### config.mk
export PLATFORM = sky130hd
export DESIGN_NAME = decode_lifo_flat
export DESIGN_NICKNAME = d
export VERILOG_FILES = /design/src/rtl/decode_lifo_if.sv /design/src/rtl/decode_lifo.sv /design/src/flat_wrapper.sv
export SDC_FILE = /design/constraint.sdc
export NUM_CORES = 1
export LEC_CHECK = 0
export CAP_MARGIN = 30
export CORE_ASPECT_RATIO = 1.25
export CORE_MARGIN = 4
export CORE_UTILIZATION = 55
export DETAILED_ROUTE_END_ITERATION = 6
export PLACE_DENSITY = 0.85
export SETUP_SLACK_MARGIN = 0.3
export SYNTH_ARGS = -nofsm -noshare
export SYNTH_HDL_FRONTEND = slang
export SYNTH_SLANG_ARGS = --single-unit
### constraint.sdc
create_clock -name Clock -period 4.5 [get_ports Clock]
set_input_delay 0.675 -clock Clock [delete_from_list [all_inputs] [get_ports Clock]]
set_output_delay 0.675 -clock Clock [all_outputs]
set_load 0.05 [all_outputs]
### src/rtl/decode_lifo_if.sv
// Bit-stream interface of the decode LIFO: traceback-side input and
// sink-side output handshakes, plus the sticky overflow flag.
interface decode_lifo_if;
    logic InBit;
    logic InValid;
    logic InReady;
    logic OutBit;
    logic OutValid;
    logic OutReady;
    logic Overflow;

    // Environment side: drives traceback bits and the sink ready.
    modport master (
        output InBit,
        output InValid,
        output OutReady,
        input  InReady,
        input  OutBit,
        input  OutValid,
        input  Overflow
    );

    // LIFO side.
    modport slave (
        input  InBit,
        input  InValid,
        input  OutReady,
        output InReady,
        output OutBit,
        output OutValid,
        output Overflow
    );
endinterface

### src/rtl/decode_lifo.sv
// Ping-pong LIFO that turns traceback bits (reverse time order) into
// forward-order decoded bits. One bank fills upward while the other drains
// downward; a bank becomes readable only once it holds a full block.
module decode_lifo #(
    parameter int DEPTH    = 16,
    parameter int WD_DEPTH = 4
) (
    input  logic          Clock,
    input  logic          Reset,
    decode_lifo_if.slave  bus
);

    localparam logic [WD_DEPTH-1:0] ADDR_LAST = WD_DEPTH'(DEPTH - 1);

    logic [DEPTH-1:0]    mem_q [2];
    logic [1:0]          full_q,     full_d;
    logic                wbank_q,    wbank_d;
    logic [WD_DEPTH-1:0] waddr_q,    waddr_d;
    logic                rbank_q,    rbank_d;
    logic [WD_DEPTH-1:0] raddr_q,    raddr_d;
    logic                overflow_q, overflow_d;

    logic in_ready;
    logic out_valid;
    logic wr_acc;
    logic rd_acc;

    // Handshake outputs depend only on registered state.
    assign in_ready     = ~full_q[wbank_q];
    assign out_valid    = full_q[rbank_q];
    assign wr_acc       = bus.InValid & in_ready;
    assign rd_acc       = out_valid & bus.OutReady;

    assign bus.InReady  = in_ready;
    assign bus.OutValid = out_valid;
    assign bus.OutBit   = mem_q[rbank_q][raddr_q];
    assign bus.Overflow = overflow_q;

    // Next-state: write pointer advance, read pointer retreat, bank flags.
    always_comb begin
        // NOTE: every combinational output gets a default first so no path
        // leaves it unassigned, which would infer a latch.
        full_d     = full_q;
        wbank_d    = wbank_q;
        waddr_d    = waddr_q;
        rbank_d    = rbank_q;
        raddr_d    = raddr_q;
        overflow_d = overflow_q | (bus.InValid & ~in_ready);

        // Drain first, then fill: a fill and a drain in the same cycle always
        // target different banks, so both updates survive.
        if (rd_acc) begin
            if (raddr_q == '0) begin
                full_d[rbank_q] = 1'b0;
                rbank_d         = ~rbank_q;
                raddr_d         = ADDR_LAST;
            end else begin
                raddr_d = raddr_q - 1'b1;
            end
        end

        if (wr_acc) begin
            if (waddr_q == ADDR_LAST) begin
                full_d[wbank_q] = 1'b1;
                wbank_d         = ~wbank_q;
                waddr_d         = '0;
            end else begin
                waddr_d = waddr_q + 1'b1;
            end
        end
    end

    // Control state register with synchronous reset.
    always_ff @(posedge Clock) begin
        // NOTE: sequential state uses non-blocking assignments so every
        // register samples pre-edge values regardless of statement order.
        if (Reset) begin
            full_q     <= '0;
            wbank_q    <= 1'b0;
            waddr_q    <= '0;
            rbank_q    <= 1'b0;
            raddr_q    <= ADDR_LAST;
            overflow_q <= 1'b0;
        end else begin
            full_q     <= full_d;
            wbank_q    <= wbank_d;
            waddr_q    <= waddr_d;
            rbank_q    <= rbank_d;
            raddr_q    <= raddr_d;
            overflow_q <= overflow_d;
        end
    end

    // Bank storage write.
    always_ff @(posedge Clock) begin
        // NOTE: storage is deliberately not reset; clearing the full flags
        // is enough to make stale contents unreachable.
        if (wr_acc) begin
            mem_q[wbank_q][waddr_q] <= bus.InBit;
        end
    end

endmodule

### src/flat_wrapper.sv
// flat-port wrapper written by rule: the top's interface ports become plain ports
module decode_lifo_flat 
#(
    parameter int DEPTH    = 16,
    parameter int WD_DEPTH = 4
)
  (Clock, Reset, bus_InBit, bus_InValid, bus_OutReady, bus_InReady, bus_OutBit, bus_OutValid, bus_Overflow);
  decode_lifo_if bus_i ();
  input  logic Clock;
  input  logic Reset;
  input wire logic [$bits(bus_i.InBit)-1:0] bus_InBit;
  input wire logic [$bits(bus_i.InValid)-1:0] bus_InValid;
  input wire logic [$bits(bus_i.OutReady)-1:0] bus_OutReady;
  output wire logic [$bits(bus_i.InReady)-1:0] bus_InReady;
  output wire logic [$bits(bus_i.OutBit)-1:0] bus_OutBit;
  output wire logic [$bits(bus_i.OutValid)-1:0] bus_OutValid;
  output wire logic [$bits(bus_i.Overflow)-1:0] bus_Overflow;
  assign bus_i.InBit = bus_InBit;
  assign bus_i.InValid = bus_InValid;
  assign bus_i.OutReady = bus_OutReady;
  assign bus_InReady = bus_i.InReady;
  assign bus_OutBit = bus_i.OutBit;
  assign bus_OutValid = bus_i.OutValid;
  assign bus_Overflow = bus_i.Overflow;
  decode_lifo #(.DEPTH(DEPTH), .WD_DEPTH(WD_DEPTH)) u_core (.Clock(Clock), .Reset(Reset), .bus(bus_i));
endmodule
==> impl_results.md <==
- Final GP Congestion: 0.751
- Worst-Skew Late Latency: 290 ps
- First-pass GRT wire length: 6.38 mm
- Worst Hold Path EP: u_core.bus.Overflow
- Layout cells sized above 1: 6.12%
- Worst EP required: 3830 ps
- Total GRT Usage: 16.8%
- Final TNS setup: 0 ps
- Number of flops mapped to enable cells by yosys: 32
- WS Path Type: flop to output port
- Syn avg cell area: 11.2 um^2
- Worst VDD drop: 0.249 mV
- Syn nets: 201
- Outcome: completed
- Hold Vio Cnt, Final: 0
- Crit share post-route: 78.4%
- Clock root cell: clkbuf_8
- Top_reg_cell synth: edfxtp_1
- Design Area, Final: 0.00229 mm^2
- Nets: 205
- DR DRC count: 0
- Post-synthesis instance total: 191
- Port Buf Inserts: 8
- Unrepaired setup endpoints after global routing: false
- Std-Cell Rows: 25
- Worst path cell trace: nor2b_1 > a2111oi_0 > o21ai_0 > or3_1 > clkdlybuf4s50_1
- Final setup fails: 0
- Worst hold path class: flop to flop
- Cell leakage power: 0.771 nW
- Core ar.: 0.00375 mm^2
- Slew HR: 35.2%
- CTS Buffer Depth: 2
- Worst path bufs/invs: 1
- Crit path max-delay family: flip-flops
- Register-to-Register Setup Slack: 2160 ps
- Syn-to-layout area delta: 7.34%
- Fillers: 304
- Initial Util: 56.8%
- Vias/cell: 5.80
- R2R Path Start: u_core.wbank_q
- Post-CTS setup buffers: 0
- Register area: 0.00124 mm^2
- Worst hold path depth: 2
- Multi-input gate area: 810 um^2
- I/O pin count: 9
- CP startpoint kind: flop
- Total CTS buffers: 5
- Synth Cell Area: 0.00213 mm^2
- Final critical-path required period: 3530 ps
- Pin count of the biggest net entering global routing: 33
- Ys async rst share: 0%
- Hold wc startpoint: u_core.bus.Overflow
- Post-DP HPWL: 2.59 mm
- Die ar.: 0.00494 mm^2
- CP max-delay cell: dfxtp_1
- Antenna fix cells: 0
- Initial antenna violation count: 0
- Slowest Stage Delay on Critical Path: 900 ps
- Critical R2R Capture: u_core.mem_q[0][15]
- Yosys warns: 0
- CTS sink count: 46
- DR WL/cell: 15.8 um
- Worst reg2reg path depth: 5
- Worst endpoint data arrival time: 2850 ps
- Final Skew: 1.60 ps
- Vias in the first global route: 1354
- Fmax achieved: 283 MHz
- Pwr Density: 315 mW/mm^2
- Die Span Y: 77.6 um
- Max Cap Violations: 0
- DRT iter0 DRCs: 47
- Yosys cell types: 36
- Post-CTS Resized: 0
- WL final: 3.73 mm
- Vias post-DR: 1369
- Post-cts hold buffer count: 0
- CTS tree: done
- Drt pass-1 iters: 4
- Antenna Nets Post-Route: 0
- Crit. End Element: output port
- Max Transition Viols Final: 0
- Sequential share of the synthesized area: 58.3%
- CP max FO: 17
- Worst-path clk slew: 70 ps
- GR Overflow Total: 0
- Placement Cell Area: 0.00221 mm^2
- Actual slew at the worst max-slew pin: 969 ps
- # H-tree levels: 2
- Die extent in x: 63.7 um
- Seq cells post-synth: 46
placed cells by master, fill, tap and decap left out, types with 5 or more instances in the layout:
cell,netlist,final
dfxtp_1,14,14
clkdlybuf4s50_1,0,8
inv_1,7,7
mux2i_1,16,16
a21oi_1,7,7
nand2_1,10,10
nor2_1,38,38
nor3_1,5,5
ha_1,5,5
clkbuf_8,0,5
nand3_1,7,7
edfxtp_1,32,32
per-stage QoR:
step	hold slack [ps]	setup slack [ps]	power (mW)	cells	utilization, %
3_3_place_gp	463	1310	0.494	228	58.8
5_1_grt	525	698	0.745	236	60.9
2_1_floorplan	471	2110	0.482	191	-
3_5_place_dp	463	1320	0.495	228	58.8
6_report	482	970	0.721	236	60.9
4_1_cts	486	970	0.726	236	60.9
power by group:
part | internal [mW] | leakage [nW] | total [mW] | switching (mW)
Clock | 0.110 | 0.0395 | 0.235 | 0.125
Combinational | 0.00858 | 0.330 | 0.0268 | 0.0183
Sequential | 0.455 | 0.402 | 0.458 | 0.00325
Total | 0.574 | 0.771 | 0.721 | 0.146
cells by family after synthesis:
kind of cell	after synthesis	share of synthesized area [%]
simple gates	80	18.7
flops	46	58.3
compound gates	19	5.64
buf+inv	18	3.76
mux	17	8.22
xor+xnor	6	2.47
fa+ha+maj	5	2.94
cell type report:
cell class                      count  share of cell area (%)
Sequential cell                    46                    54.3
Clock buffer                        8                    3.50
Inverter                            7                    1.15
Tap cell                           40                    2.19
Multi-Input combinational cell    127                    35.4
Timing Repair Buffer                8                    3.50
Yosys cell counts (all sizes together), types with 2 or more instances:
cell | count | share of area, %
nor2 | 38 | 6.7
edfxtp | 32 | 45
mux2i | 16 | 7.5
dfxtp | 14 | 13
nand2 | 11 | 2.3
buf | 8 | 2.0
a21oi | 7 | 1.6
inv | 7 | 1.2
nand3 | 7 | 1.6
ha | 5 | 2.9
nor3 | 5 | 1.2
a22oi | 4 | 1.4
o21ai | 4 | 0.94
clkbuf | 3 | 0.53
nor2b | 3 | 0.88
or3 | 3 | 0.88
xnor2 | 3 | 1.2
xor2 | 3 | 1.2
nand3b | 2 | 0.70
nand4 | 2 | 0.59
nand4b | 2 | 0.82
or3b | 2 | 0.82
routing by layer:
layer  GRT usage, %  part of all wire (%)  wire, um
met2           28.3                    51      1900
met3           4.05                   4.0       150
met4           7.13                   1.7        64
met5              0                     0         0
met1           20.2                    43      1620
flip-flops by register name (all words and copies together), names as in the netlist, named ones only:
name / flops
u_core.mem_q: 32
u_core.wbank_q: 1
u_core.raddr_q: 4
u_core.rbank_q: 1
u_core.full_q: 2
u_core.waddr_q: 4
u_core.bus.Overflow: 1
how the worst max path moves through the flow:
stage / end / slack [ps] / depth (start not counted)
final: bus_OutBit / 970 / 5
after global routing: bus_OutBit / 700 / 5
after CTS: bus_OutBit / 970 / 5
after detailed placement: bus_OutBit / 1320 / 5
after global placement: bus_OutBit / 1310 / 5
after floorplan: u_core.mem_q[0][15] / 2110 / 6
worst reg2reg max path: stages (launching register included):
cell and delay, ps:
dfxtp_1 580, mux2i_1 320, and2_1 320, nand2_1 320, or3_1 450, inv_1 80
Power figures use the tool's default switching activity.
